`config.mk`:
```
export PLATFORM = sky130hd
export DESIGN_NAME = spi_tx_arbiter
export DESIGN_NICKNAME = d
export VERILOG_FILES = /design/src/rtl/spi_arb_pkg.sv /design/src/rtl/spi_tx_arbiter_shifter.sv /design/src/rtl/spi_tx_arbiter.sv
export SDC_FILE = /design/constraint.sdc
export NUM_CORES = 1
export LEC_CHECK = 0
export ABC_CLOCK_PERIOD_IN_PS = 2800
export CAP_MARGIN = 25
export CORE_UTILIZATION = 35
export CTS_CLUSTER_DIAMETER = 120
export CTS_CLUSTER_SIZE = 20
export DETAILED_ROUTE_END_ITERATION = 10
export MAX_ROUTING_LAYER = met4
export PLACE_DENSITY_LB_ADDON = 0.15
export SLEW_MARGIN = 20
export SYNTH_ARGS = -nofsm -noshare
export SYNTH_HDL_FRONTEND = slang
export SYNTH_SLANG_ARGS = --single-unit
```
`constraint.sdc`:
```
create_clock -name clk -period 2.8 [get_ports clk]
set_input_delay 0.56 -clock clk [delete_from_list [all_inputs] [get_ports clk]]
set_output_delay 0.56 -clock clk [all_outputs]
set_load 0.05 [all_outputs]
```
`src/rtl/spi_arb_pkg.sv`:
```
// Shared types and constants for the SPI transmit arbiter slice.
package spi_arb_pkg;

  typedef enum logic [1:0] {
    IDLE  = 2'd0,
    SETUP = 2'd1,
    SHIFT = 2'd2,
    HOLD  = 2'd3
  } state_t;

  localparam int unsigned DEF_WIDTH  = 16;
  localparam int unsigned DEF_CLKDIV = 2;

  // Bit-counter width: enough to count 0..w-1, never narrower than one bit.
  function automatic int unsigned cnt_width(input int unsigned w);
    return (w > 1) ? $clog2(w) : 1;
  endfunction

endpackage

```
`src/rtl/spi_tx_arbiter_shifter.sv`:
```
// Mode-0 SPI serializer: shift register, CLKDIV prescaler, sclk/sdo and bit count.
// The prescaler free-runs while 'run' is high so the controller can also time
// its SETUP and HOLD phases from 'tick'.
module spi_shifter
  import spi_arb_pkg::*;
#(
  parameter int unsigned WIDTH  = DEF_WIDTH,
  parameter int unsigned CLKDIV = DEF_CLKDIV
) (
  input  logic             clk,
  input  logic             rst_n,
  input  logic             load,
  input  logic [WIDTH-1:0] word,
  input  logic             run,
  input  logic             shift_en,
  output logic             tick,
  output logic             last,
  output logic             sclk,
  output logic             sdo
);

  localparam int unsigned BW = cnt_width(WIDTH);
  localparam int unsigned DW = $clog2(CLKDIV + 1);

  logic [WIDTH-1:0] sreg;
  logic [DW-1:0]    div_cnt;
  logic [BW-1:0]    bit_cnt;

  assign tick = (div_cnt == DW'(CLKDIV - 1));
  assign last = shift_en && tick && sclk && (bit_cnt == BW'(WIDTH - 1));

  // Load the word at grant, then toggle sclk every CLKDIV cycles and shift on the falling edge.
  always_ff @(posedge clk or negedge rst_n) begin
    if (!rst_n) begin
      sreg    <= '0;
      div_cnt <= '0;
      bit_cnt <= '0;
      sclk    <= 1'b0;
      sdo     <= 1'b0;
    end else if (load) begin
      sreg    <= word;
      sdo     <= word[WIDTH-1];
      sclk    <= 1'b0;
      div_cnt <= '0;
      bit_cnt <= '0;
    end else if (run) begin
      div_cnt <= tick ? '0 : div_cnt + DW'(1);
      if (shift_en && tick) begin
        if (!sclk) begin
          sclk <= 1'b1;
        end else begin
          sclk    <= 1'b0;
          sreg    <= {sreg[WIDTH-2:0], 1'b0};
          sdo     <= sreg[WIDTH-2];
          bit_cnt <= last ? '0 : bit_cnt + BW'(1);
        end
      end
    end else begin
      div_cnt <= '0;
    end
  end

endmodule

```
`src/rtl/spi_tx_arbiter.sv`:
```
// Shares one SPI mode-0 transmit channel between NREQ requesters.
// Optional build macro SPI_ARB_FIXED_PRIO_EN: fixed priority (lowest index wins)
// instead of the default round-robin.
module spi_tx_arbiter
  import spi_arb_pkg::*;
#(
  parameter int unsigned NREQ   = 2,
  parameter int unsigned WIDTH  = DEF_WIDTH,
  parameter int unsigned CLKDIV = DEF_CLKDIV
) (
  input  logic                  clk,
  input  logic                  rst_n,
  input  logic                  enable,
  input  logic [NREQ-1:0]       req,
  input  logic [NREQ*WIDTH-1:0] data,
  output logic [NREQ-1:0]       gnt,
  output logic [NREQ-1:0]       done,
  output logic                  busy,
  output logic                  cs,
  output logic                  sclk,
  output logic                  sdo
);

  localparam int unsigned OW = $clog2(NREQ);

  state_t           state;
  logic [OW-1:0]    win_idx;
  logic             any_req;
  logic [WIDTH-1:0] win_word;
  logic             load;
  logic             tick;
  logic             last;

`ifndef SPI_ARB_FIXED_PRIO_EN
  logic [OW-1:0]    last_owner;
`endif

  // Pick the winning requester; iterating from the far end lets the nearest candidate win.
  always_comb begin
    win_idx = '0;
    any_req = 1'b0;
`ifdef SPI_ARB_FIXED_PRIO_EN
    for (int unsigned i = NREQ; i > 0; i--) begin
      if (req[i-1]) begin
        win_idx = OW'(i - 1);
        any_req = 1'b1;
      end
    end
`else
    for (int unsigned k = NREQ; k > 0; k--) begin
      int unsigned idx;
      idx = k + 32'(last_owner);
      if (idx >= NREQ) idx = idx - NREQ;
      if (req[OW'(idx)]) begin
        win_idx = OW'(idx);
        any_req = 1'b1;
      end
    end
`endif
  end

  // Select the winner's word for loading into the shifter.
  always_comb begin
    win_word = '0;
    for (int unsigned i = 0; i < NREQ; i++) begin
      if (OW'(i) == win_idx) win_word = data[i*WIDTH +: WIDTH];
    end
  end

  assign load = (state == IDLE) && enable && any_req;

  // Frame sequencing: grant, setup, shift, inter-frame hold; all outputs registered.
  always_ff @(posedge clk or negedge rst_n) begin
    if (!rst_n) begin
      state      <= IDLE;
      gnt        <= '0;
      done       <= '0;
      busy       <= 1'b0;
      cs         <= 1'b1;
`ifndef SPI_ARB_FIXED_PRIO_EN
      last_owner <= OW'(NREQ - 1);
`endif
    end else begin
      done <= '0;
      case (state)
        IDLE: begin
          if (load) begin
            gnt   <= NREQ'(1) << win_idx;
            busy  <= 1'b1;
            cs    <= 1'b0;
            state <= SETUP;
`ifndef SPI_ARB_FIXED_PRIO_EN
            last_owner <= win_idx;
`endif
          end
        end
        SETUP: if (tick) state <= SHIFT;
        SHIFT: begin
          if (last) begin
            state <= HOLD;
            cs    <= 1'b1;
            done  <= gnt;
            gnt   <= '0;
          end
        end
        HOLD: begin
          if (tick) begin
            state <= IDLE;
            busy  <= 1'b0;
          end
        end
        default: state <= IDLE;
      endcase
    end
  end

  spi_shifter #(
    .WIDTH (WIDTH),
    .CLKDIV(CLKDIV)
  ) u_shifter (
    .clk     (clk),
    .rst_n   (rst_n),
    .load    (load),
    .word    (win_word),
    .run     (state != IDLE),
    .shift_en(state == SHIFT),
    .tick    (tick),
    .last    (last),
    .sclk    (sclk),
    .sdo     (sdo)
  );

endmodule

```
==> flow_summary_export.csv, run 1 <==
group,metric,value,unit
critical_path,critPathKind,"flip-flop to flip-flop",
clocking,cts_setup_buffers,0,
die,die_area,5050,um2
synthesis,ys_seq_area_frac,0.482,
synthesis,synthAdderAreaFrac,0.0375,
place,gp_congestion,0.776,
synthesis,syn_nets,208,
timing,hold_slack,0.484,ns
pwr,max-vdd-ir-drop,296,uV
detailed_routing,via_count,1384,
detailed_routing,ant_nets,0,
grt,antenna_found_initial,0,
final_layout,instances_no_fill,263,
timing,rsz0062_at_grt,"no",
critical_path,cp_top_family,"simple AND/OR/NAND/NOR gates",
synthesis,synth.area.top_cells,"dfrtp_1, mux2i_1, nand2_1",
detailed_routing,wirelength,3.81,mm
timing,hold_viol_final,0,
clocking,cts_hold_buf,0,
place,dp_cells,255,
synthesis,netlist_area,1670,um2
timing,fin_setup_tns,0,ns
detailed_routing,vias_per_cell,5.26,
place,dpl_cell_area,2160,um2
timing,final-setup-viol-count,0,
status,status,"finished clean",
detailed_routing,drtIter0Drc,97,
synthesis,synth.area.mux_share,0.115,
critical_path,required,2.97,ns
synthesis,ys_seq_elements,32,
critical_path,crit_slowest_cell,"or3_1",
clocking,cts_tree,"yes",
place,place_hpwl,2.70,mm
synthesis,yosysTopAreaCell,"dfrtp_1",
synthesis,synth_top_family_by_area,"compound AO/OA/AOI/OAI gates",
critical_path,crit_buf_inv,1,
final_layout,fin_nets,252,
critical_path,max_stage_delay,0.47,ns
die,die_w,71.0,um
pwr,leakagePower,0.982,nW
die,ios,45,
synthesis,synth_ff_type,"dfrtp_1",
clocking,cts-resized-gates,0,
critical_path,path_cells,"inv_1 > ha_1 > nand4_1 > or3_1 > a221oi_2 > mux2_1",
detailed_routing,first_pass_iters,6,
timing,period_needed,2.29,ns
grt,grt_max_degree,38,
final_layout,design_area,2240,um2
grt,first_global_vias,1396,
place,portBuffers,44,
die,start_util,0.373,
clocking,insertion_delay,0.29,ns
final_layout,layout-drive-gt1-share,0.0711,
synthesis,async_flop_share,1.00,
timing,setup_ws,0.510,ns
timing,clock_skew,0.00678,ns
timing,slew_viol_final,0,
clocking,htree_levels,2,
critical_path,cp-end-kind,"flip-flop",
detailed_routing,wl_per_cell,14.5,um
critical_path,path_max_fanout,8,
synthesis,synth_compound_area_frac,0.170,
min_path,hp-class,"flip-flop to flip-flop",
clocking,clkTransAtPathRegs,0.07,ns
final_layout,num_antenna_cells,0,
synthesis,netlist.area_leader.share,0.450,
place,preCtsSetupSlack,0.528,ns
die,die_height,71.0,um
synthesis,synth_xor_area_frac,0.00525,
flow_run,maxCapViolCount,0,
timing,fin_crit_sh,0.818,
grt,grt_pass1_wl,6.53,mm
synthesis,syn_avg_cell_area,10.0,um2
clocking,numCtsBuffers,5,
pwr,p_per_area,890,nW/um2
clocking,clock-root-buffer,"clkbuf_8",
timing,slew_headroom,0.665,
synthesis,syn_inst,166,
grt,grt_overflow,0,
timing,tightest_slew,0.501,ns
critical_path,setup.worst_path.start_class,"flip-flop",
final_layout,area_growth,34.2,%
pwr,p_total,1.99,mW
synthesis,ys_types,36,
clocking,clkSinkCount,32,
detailed_routing,drc,0,
grt,grt_usage,0.174,
timing,max_freq,437,MHz
die,core,4470,um2
die,num_rows,24,
final_layout,postLayoutCoreUtil,0.500,
synthesis,synth-edff-count,0,
critical_path,arrival,2.46,ns
synthesis,yosys_warnings,0,
clocking,cts_buffer_depth,2,
synthesis,synth-simple-area-share,0.138,
==> layout make-up <==
type	count	area, um2
Clock buffer	7	76.3
Clock inverter	1	5.00
Fill cell	396	2240
Inverter	8	30.0
Multi-Input combinational cell	114	781
Sequential cell	32	803
Tap cell	52	65.1
Timing Repair Buffer	49	478
==> synth_stat cells, drive strengths merged (3+ instances only) <==
cell	instances
clkbuf	4
buf	8
inv	8
ha	5
a31oi	3
nor2	7
mux2i	18
dfrtp	30
o221ai	15
o22ai	3
nand2	37
==> final timing paths <==
path,depth (start not counted),slack (ns),to,start
worst min-delay path,2,0.48,u_shifter.sreg[14],u_shifter.sreg[13]
max in group asynchronous,2,1.81,cs,rst_n
worst max-delay path,6,0.51,state[1],state[0]
min in group asynchronous,2,0.66,u_shifter.div_cnt[0],rst_n
worst max register to register,6,0.51,state[1],state[0]
worst min register to register,2,0.48,u_shifter.sreg[14],u_shifter.sreg[13]
==> report_power, final <==
| part | internal, mW | leakage (nW) | total (mW) | switching (mW) |
|---|---|---|---|---|
| registers | 0.654 | 0.398 | 0.785 | 0.131 |
| logic | 0.384 | 0.542 | 0.853 | 0.469 |
| clock network | 0.174 | 0.0422 | 0.353 | 0.179 |
| total | 1.21 | 0.982 | 1.99 | 0.778 |
==> routing by layer <==
metal,vias to the layer above,part of all wire,track usage
met5,-,0,-
met4,0,0.013,0.0533
met3,6,0.056,0.0541
met2,43,0.50,0.287
met1,652,0.43,0.204
li1,683,-,-
==> worst register-to-register path, cell delays in order, from the launching register on <==
cell,delay (ns)
dfrtp_1,0.42
inv_1,0.11
ha_1,0.31
nand4_1,0.13
or3_1,0.47
a221oi_2,0.37
mux2_1,0.36
==> sequential cells by signal (all words and copies together), names as in the netlist <==
name / count
u_shifter.sclk: 1
u_shifter.sdo: 1
cs: 1
last_owner: 1
u_shifter.sreg: 15
gnt: 2
busy: 1
u_shifter.bit_cnt: 4
state: 2
u_shifter.div_cnt: 2
done: 2
==> cells in the final DEF (no fill, tap or decap), drive strengths merged, types with 2 or more instances in the layout <==
cell type / instances
nand3: 2
a21oi: 2
o22ai: 3
nor2: 7
mux2i: 18
dfrtp: 30
and2: 2
clkdlybuf4s50: 44
o221ai: 15
clkbuf: 7
ha: 5
inv: 8
nand2b: 2
nand2: 37
dfstp: 2
buf: 5
a31oi: 3
==> logic make-up (layout without fill, tap and decap cells) <==
kind of cell,after synthesis,in the layout
flops,32,32
buf+inv,20,65
fa+ha+maj,5,5
mux,19,19
compound gates,35,35
xor+xnor,1,1
simple gates,54,54
No activity file was read; power rests on OpenSTA's default activity.
==> inputs of run 2 (changes only) <==
Settings changed: ABC_CLOCK_PERIOD_IN_PS 2800 to 1900.
Clock period 2.8 ns to 1.9 ns, I/O delays scaled along.
==> run 2 against run 1 <==
Net effect:
- maximum frequency grew 25%
- worst hold slack got worse by 0.022 ns
- non-clock buffer count grew 8
- final area rose by 5.0%
- wire length fell by 7.4%
- register-to-register slack worse by 0.44 ns
- clock power is 48% higher
- combinational power up 64%
- critical path type unchanged
- largest cell class is now multi-input gates
- largest power group unchanged
==> flow_summary_export.csv, run 2 (synthesized netlist as in run 1, its figures left out) <==
group,metric,value,unit
pwr,p_per_area,1310,nW/um2
clocking,clock-root-buffer,"clkbuf_8",
final_layout,num_antenna_cells,0,
final_layout,final_common_cell,"clkdlybuf4s50_1",
grt,first_global_vias,1385,
final_layout,final_cell_mix,"clkdlybuf4s50_1, nand2_1, dfrtp_1, mux2i_1, buf_4",
critical_path,required,2.06,ns
critical_path,critPathKind,"flip-flop to flip-flop",
critical_path,cp-end-kind,"flip-flop",
pwr,leakagePower,1.05,nW
detailed_routing,vias_per_cell,5.18,
critical_path,path_max_fanout,2,
place,preCtsSetupSlack,-0.00110,ns
timing,final-setup-viol-count,0,
grt,grt_usage,0.159,
timing,slew_headroom,0.663,
timing,fin_crit_sh,0.963,
clocking,cts_tree,"yes",
critical_path,cp_top_family,"simple AND/OR/NAND/NOR gates",
grt,antenna_found_initial,0,
clocking,cts_buffer_depth,2,
die,die_w,71.0,um
final_layout,fin_nets,260,
die,die_height,71.0,um
flow_run,maxCapViolCount,0,
grt,grt_pass1_wl,6.00,mm
detailed_routing,first_pass_iters,6,
critical_path,crit_slowest_cell,"dfrtp_1",
grt,grt_max_degree,33,
timing,slew_viol_final,0,
grt,grt_overflow,0,
detailed_routing,ant_nets,0,
timing,max_freq,547,MHz
critical_path,max_stage_delay,0.39,ns
min_path,hp-class,"flip-flop to flip-flop",
critical_path,crit_buf_inv,1,
final_layout,largest_reg_flops,15,
timing,hold_slack,0.462,ns
final_layout,regMostFlops,"u_shifter.sreg",
clocking,clkSinkCount,32,
clocking,htree_levels,2,
die,die_area,5050,um2
clocking,numCtsBuffers,5,
place,place_hpwl,2.57,mm
detailed_routing,wl_per_cell,13.0,um
detailed_routing,via_count,1404,
detailed_routing,drtIter0Drc,40,
timing,fin_setup_tns,0,ns
timing,hold_viol_final,0,
timing,clock_skew,0.00523,ns
place,gp_congestion,0.791,
timing,setup_ws,0.0709,ns
clocking,cts_hold_buf,0,
final_layout,area_growth,41.0,%
status,status,"finished clean",
final_layout,layout-drive-gt1-share,0.155,
place,portBuffers,44,
clocking,clkTransAtPathRegs,0.06,ns
timing,tightest_slew,0.504,ns
detailed_routing,wirelength,3.53,mm
die,num_rows,24,
pwr,max-vdd-ir-drop,411,uV
final_layout,largest_registers,"u_shifter.sreg (15), u_shifter.bit_cnt (4)",
clocking,insertion_delay,0.28,ns
die,core,4470,um2
pwr,p_total,3.07,mW
die,ios,45,
critical_path,setup.worst_path.start_class,"flip-flop",
die,start_util,0.373,
critical_path,path_cells,"inv_2 > ha_4 > nand4_1 > or3_4 > a221oi_4 > mux2_4",
critical_path,arrival,1.99,ns
detailed_routing,drc,0,
timing,period_needed,1.83,ns
run 2: path summary, 6_finish.rpt:
kind / startpoint / end / slack (ns) / cells past startpoint
min: u_shifter.div_cnt[0] / u_shifter.div_cnt[0] / 0.46 / 1
min reg2reg: u_shifter.div_cnt[0] / u_shifter.div_cnt[0] / 0.46 / 1
min in group asynchronous: rst_n / busy / 0.50 / 2
max reg2reg: state[0] / state[1] / 0.07 / 6
max in group asynchronous: rst_n / last_owner / 1.07 / 2
max: state[0] / state[1] / 0.07 / 6
run 2: repair_timing:
item,CTS,global route
hold endpoints to repair,0,0
buffers inserted,0,1
setup endpoints to repair,0,2
gates resized for setup,0,3
run 2: area by class of cell:
class | count | area (um2)
multi-input combinational | 114 | 813
fill | 392 | 2120
sequential | 32 | 805
inverter | 8 | 30.0
clock buffer | 8 | 90.1
tap | 52 | 65.1
timing repair buffer | 57 | 548
run 2: worst register-to-register path, delay by kind of cell (launching register included):
kind / cells / cell delay [ns]
AOI/OAI and AO/OA: 1 / 0.32
adders and majority gates: 1 / 0.13
and+or+nand+nor: 2 / 0.46
muxes: 1 / 0.32
DFF: 1 / 0.39
buffers and inverters: 1 / 0.08
run 2: through the flow:
step            util  cell area, um2  instances
4_1_cts        0.519            2320        270
6_report       0.525            2350        271
2_1_floorplan      -            1680        166
3_3_place_gp   0.499            2230        262
5_1_grt        0.525            2350        271
3_5_place_dp   0.499            2230        262
run 2: per-layer routing:
layer	global-route usage	vias up	wire length, um
met4	0.0867	0	63
met5	-	-	0
met1	0.169	659	1580
met2	0.267	40	1700
met3	0.0442	7	181
li1	-	698	-
run 2: power by group:
| part | switching [mW] | total, mW | leakage, nW | internal (mW) |
|---|---|---|---|---|
| Sequential | 0.182 | 1.15 | 0.397 | 0.967 |
| Clock | 0.226 | 0.521 | 0.0455 | 0.295 |
| Combinational | 0.733 | 1.40 | 0.604 | 0.669 |
| Total | 1.14 | 3.07 | 1.05 | 1.93 |
==> inputs of run 3 (changes only) <==
--- a/config.mk
+++ b/config.mk
@@ -8,4 +8,5 @@
 export ABC_CLOCK_PERIOD_IN_PS = 1900
 export CAP_MARGIN = 25
+export CORE_MARGIN = 5
 export CORE_UTILIZATION = 35
 export CTS_CLUSTER_DIAMETER = 120
@@ -14,4 +15,5 @@
 export MAX_ROUTING_LAYER = met4
 export PLACE_DENSITY_LB_ADDON = 0.15
+export SETUP_SLACK_MARGIN = 0.2
 export SLEW_MARGIN = 20
 export SYNTH_ARGS = -nofsm -noshare
==> constraint.sdc (replaced) <==
create_clock -name clk -period 1.9 [get_ports clk]
set_input_delay 0.285 -clock clk [delete_from_list [all_inputs] [get_ports clk]]
set_output_delay 0.285 -clock clk [all_outputs]
set_load 0.05 [all_outputs]
==> run 3 against run 2 <==
Net effect:
- worst hold slack got worse by 0.064 ns
- global-route usage decreased by 2.4 points
- worst setup slack improved by 0.065 ns
- flip-flop and latch count unchanged
- maximum frequency increased by 3.7%
- critical path type unchanged
- critical endpoint unchanged
==> flow_summary_export.csv, run 3 (synthesized netlist as in run 1, its figures left out) <==
group,metric,value,unit
status,status,"finished clean",
timing,clock_skew,0.00931,ns
die,die_w,79.0,um
die,num_rows,25,
clocking,cts_hold_buf,0,
detailed_routing,via_count,1416,
clocking,clock-root-buffer,"clkbuf_8",
final_layout,final_common_cell,"nand2_1",
place,portBuffers,44,
clocking,insertion_delay,0.28,ns
die,core,4660,um2
critical_path,setup.worst_path.start_class,"flip-flop",
place,dp_cells,264,
detailed_routing,wirelength,3.96,mm
timing,period_needed,1.76,ns
timing,setup_ws,0.136,ns
clocking,cts_tree,"yes",
detailed_routing,drc,0,
critical_path,cp_top_family,"simple AND/OR/NAND/NOR gates",
critical_path,cp-end-kind,"flip-flop",
final_layout,largest_reg_flops,15,
detailed_routing,ant_nets,0,
timing,fin_crit_sh,0.929,
timing,fin_setup_tns,0,ns
final_layout,largest_registers,"u_shifter.sreg (15), u_shifter.bit_cnt (4)",
grt,grt_pass1_wl,6.39,mm
detailed_routing,first_pass_iters,4,
final_layout,fillers,408,
detailed_routing,highest_layer,"met4",
clocking,htree_levels,2,
die,die_area,6250,um2
timing,tightest_slew,0.502,ns
detailed_routing,wl_met1,1.70,mm
die,start_util,0.358,
critical_path,path_cells,"inv_2 > ha_4 > nand4_1 > or3_4 > a221oi_4 > mux2_4",
pwr,max-vdd-ir-drop,478,uV
timing,slew_viol_final,0,
flow_run,maxCapViolCount,0,
grt,antenna_found_initial,0,
pwr,p_per_area,1330,nW/um2
place,dpl_cell_area,2260,um2
clocking,clkTransAtPathRegs,0.07,ns
timing,hold_viol_final,0,
critical_path,max_stage_delay,0.38,ns
detailed_routing,drtIter0Drc,54,
critical_path,crit_buf_inv,1,
final_layout,layout-drive-gt1-share,0.187,
place,gp_congestion,0.739,
die,die_height,79.0,um
final_layout,regMostFlops,"u_shifter.sreg",
grt,grt_overflow,0,
critical_path,required,2.07,ns
detailed_routing,wl_per_cell,14.2,um
final_layout,instances_no_fill,279,
grt,first_global_vias,1337,
place,place_hpwl,2.81,mm
final_layout,postLayoutCoreUtil,0.531,
final_layout,area_growth,48.5,%
final_layout,design_area,2480,um2
place,preCtsSetupSlack,0.0257,ns
clocking,numCtsBuffers,5,
min_path,hp-class,"input port to async pin",
critical_path,critPathKind,"flip-flop to flip-flop",
clocking,cts_buffer_depth,2,
critical_path,crit_slowest_cell,"dfrtp_1",
critical_path,arrival,1.93,ns
final_layout,fin_nets,266,
critical_path,path_max_fanout,2,
grt,grt_max_degree,33,
grt,grt_usage,0.135,
detailed_routing,vias_per_cell,5.08,
timing,slew_headroom,0.667,
timing,max_freq,567,MHz
timing,rsz0062_at_grt,"yes",
final_layout,final_cell_mix,"nand2_1, clkdlybuf4s50_1, dfrtp_1, mux2i_1, buf_4",
final_layout,num_antenna_cells,0,
die,ios,45,
pwr,leakagePower,1.11,nW
detailed_routing,wl_met3,198,um
clocking,clkSinkCount,32,
detailed_routing,wl_met2,2.00,mm
timing,final-setup-viol-count,0,
## run 3: stage by stage
stage,hold WS (ns),total power [mW]
2_1_floorplan,-0.0106,2.06
3_3_place_gp,0.447,2.46
3_5_place_dp,0.456,2.54
4_1_cts,0.409,3.15
5_1_grt,0.457,3.53
6_report,0.397,3.29
## run 3: metal layers
layer | up-vias | track usage
met5 | - | -
li1 | 712 | -
met1 | 667 | 0.158
met2 | 31 | 0.221
met4 | 0 | 0.0515
met3 | 6 | 0.0397
## run 3: power breakdown
part	total [mW]	internal [mW]	switching (mW)
combinational	1.60	0.796	0.799
clock	0.538	0.295	0.243
sequential	1.16	0.968	0.188
## run 3: final cells by class
| type | count | area (um2) | share of cell area |
|---|---|---|---|
| clock buffers | 8 | 90.1 | 0.0364 |
| inverters | 8 | 30.0 | 0.0121 |
| multi-input cells | 114 | 852 | 0.344 |
| flip-flops and latches | 32 | 806 | 0.325 |
| well taps | 54 | 67.6 | 0.0273 |
| repair buffers | 63 | 631 | 0.255 |
## run 3: final timing paths
check / from / to / slack (ns) / cells past startpoint
min reg2reg: u_shifter.div_cnt[0] / u_shifter.div_cnt[0] / 0.46 / 1
min in group clk: u_shifter.div_cnt[0] / u_shifter.div_cnt[0] / 0.46 / 1
min: rst_n / u_shifter.bit_cnt[3] / 0.40 / 2
max: state[0] / state[1] / 0.14 / 6
max in group asynchronous: rst_n / cs / 1.18 / 2
max reg2reg: state[0] / state[1] / 0.14 / 6
## run 3: timing repair
action / in CTS / in global routing
cloned: 0 / 1
resized for setup: 10 / 10
buffers inserted: 3 / 3
pin swaps: 2 / 6
endpoints found under the setup margin: 30 / 26
## run 3: worst register-to-register path, cell delays in order (launching register included)
cell and delay (ns):
dfrtp_1 0.38, inv_2 0.08, ha_4 0.12, nand4_1 0.09, or3_4 0.36, a221oi_4 0.31
mux2_4 0.32
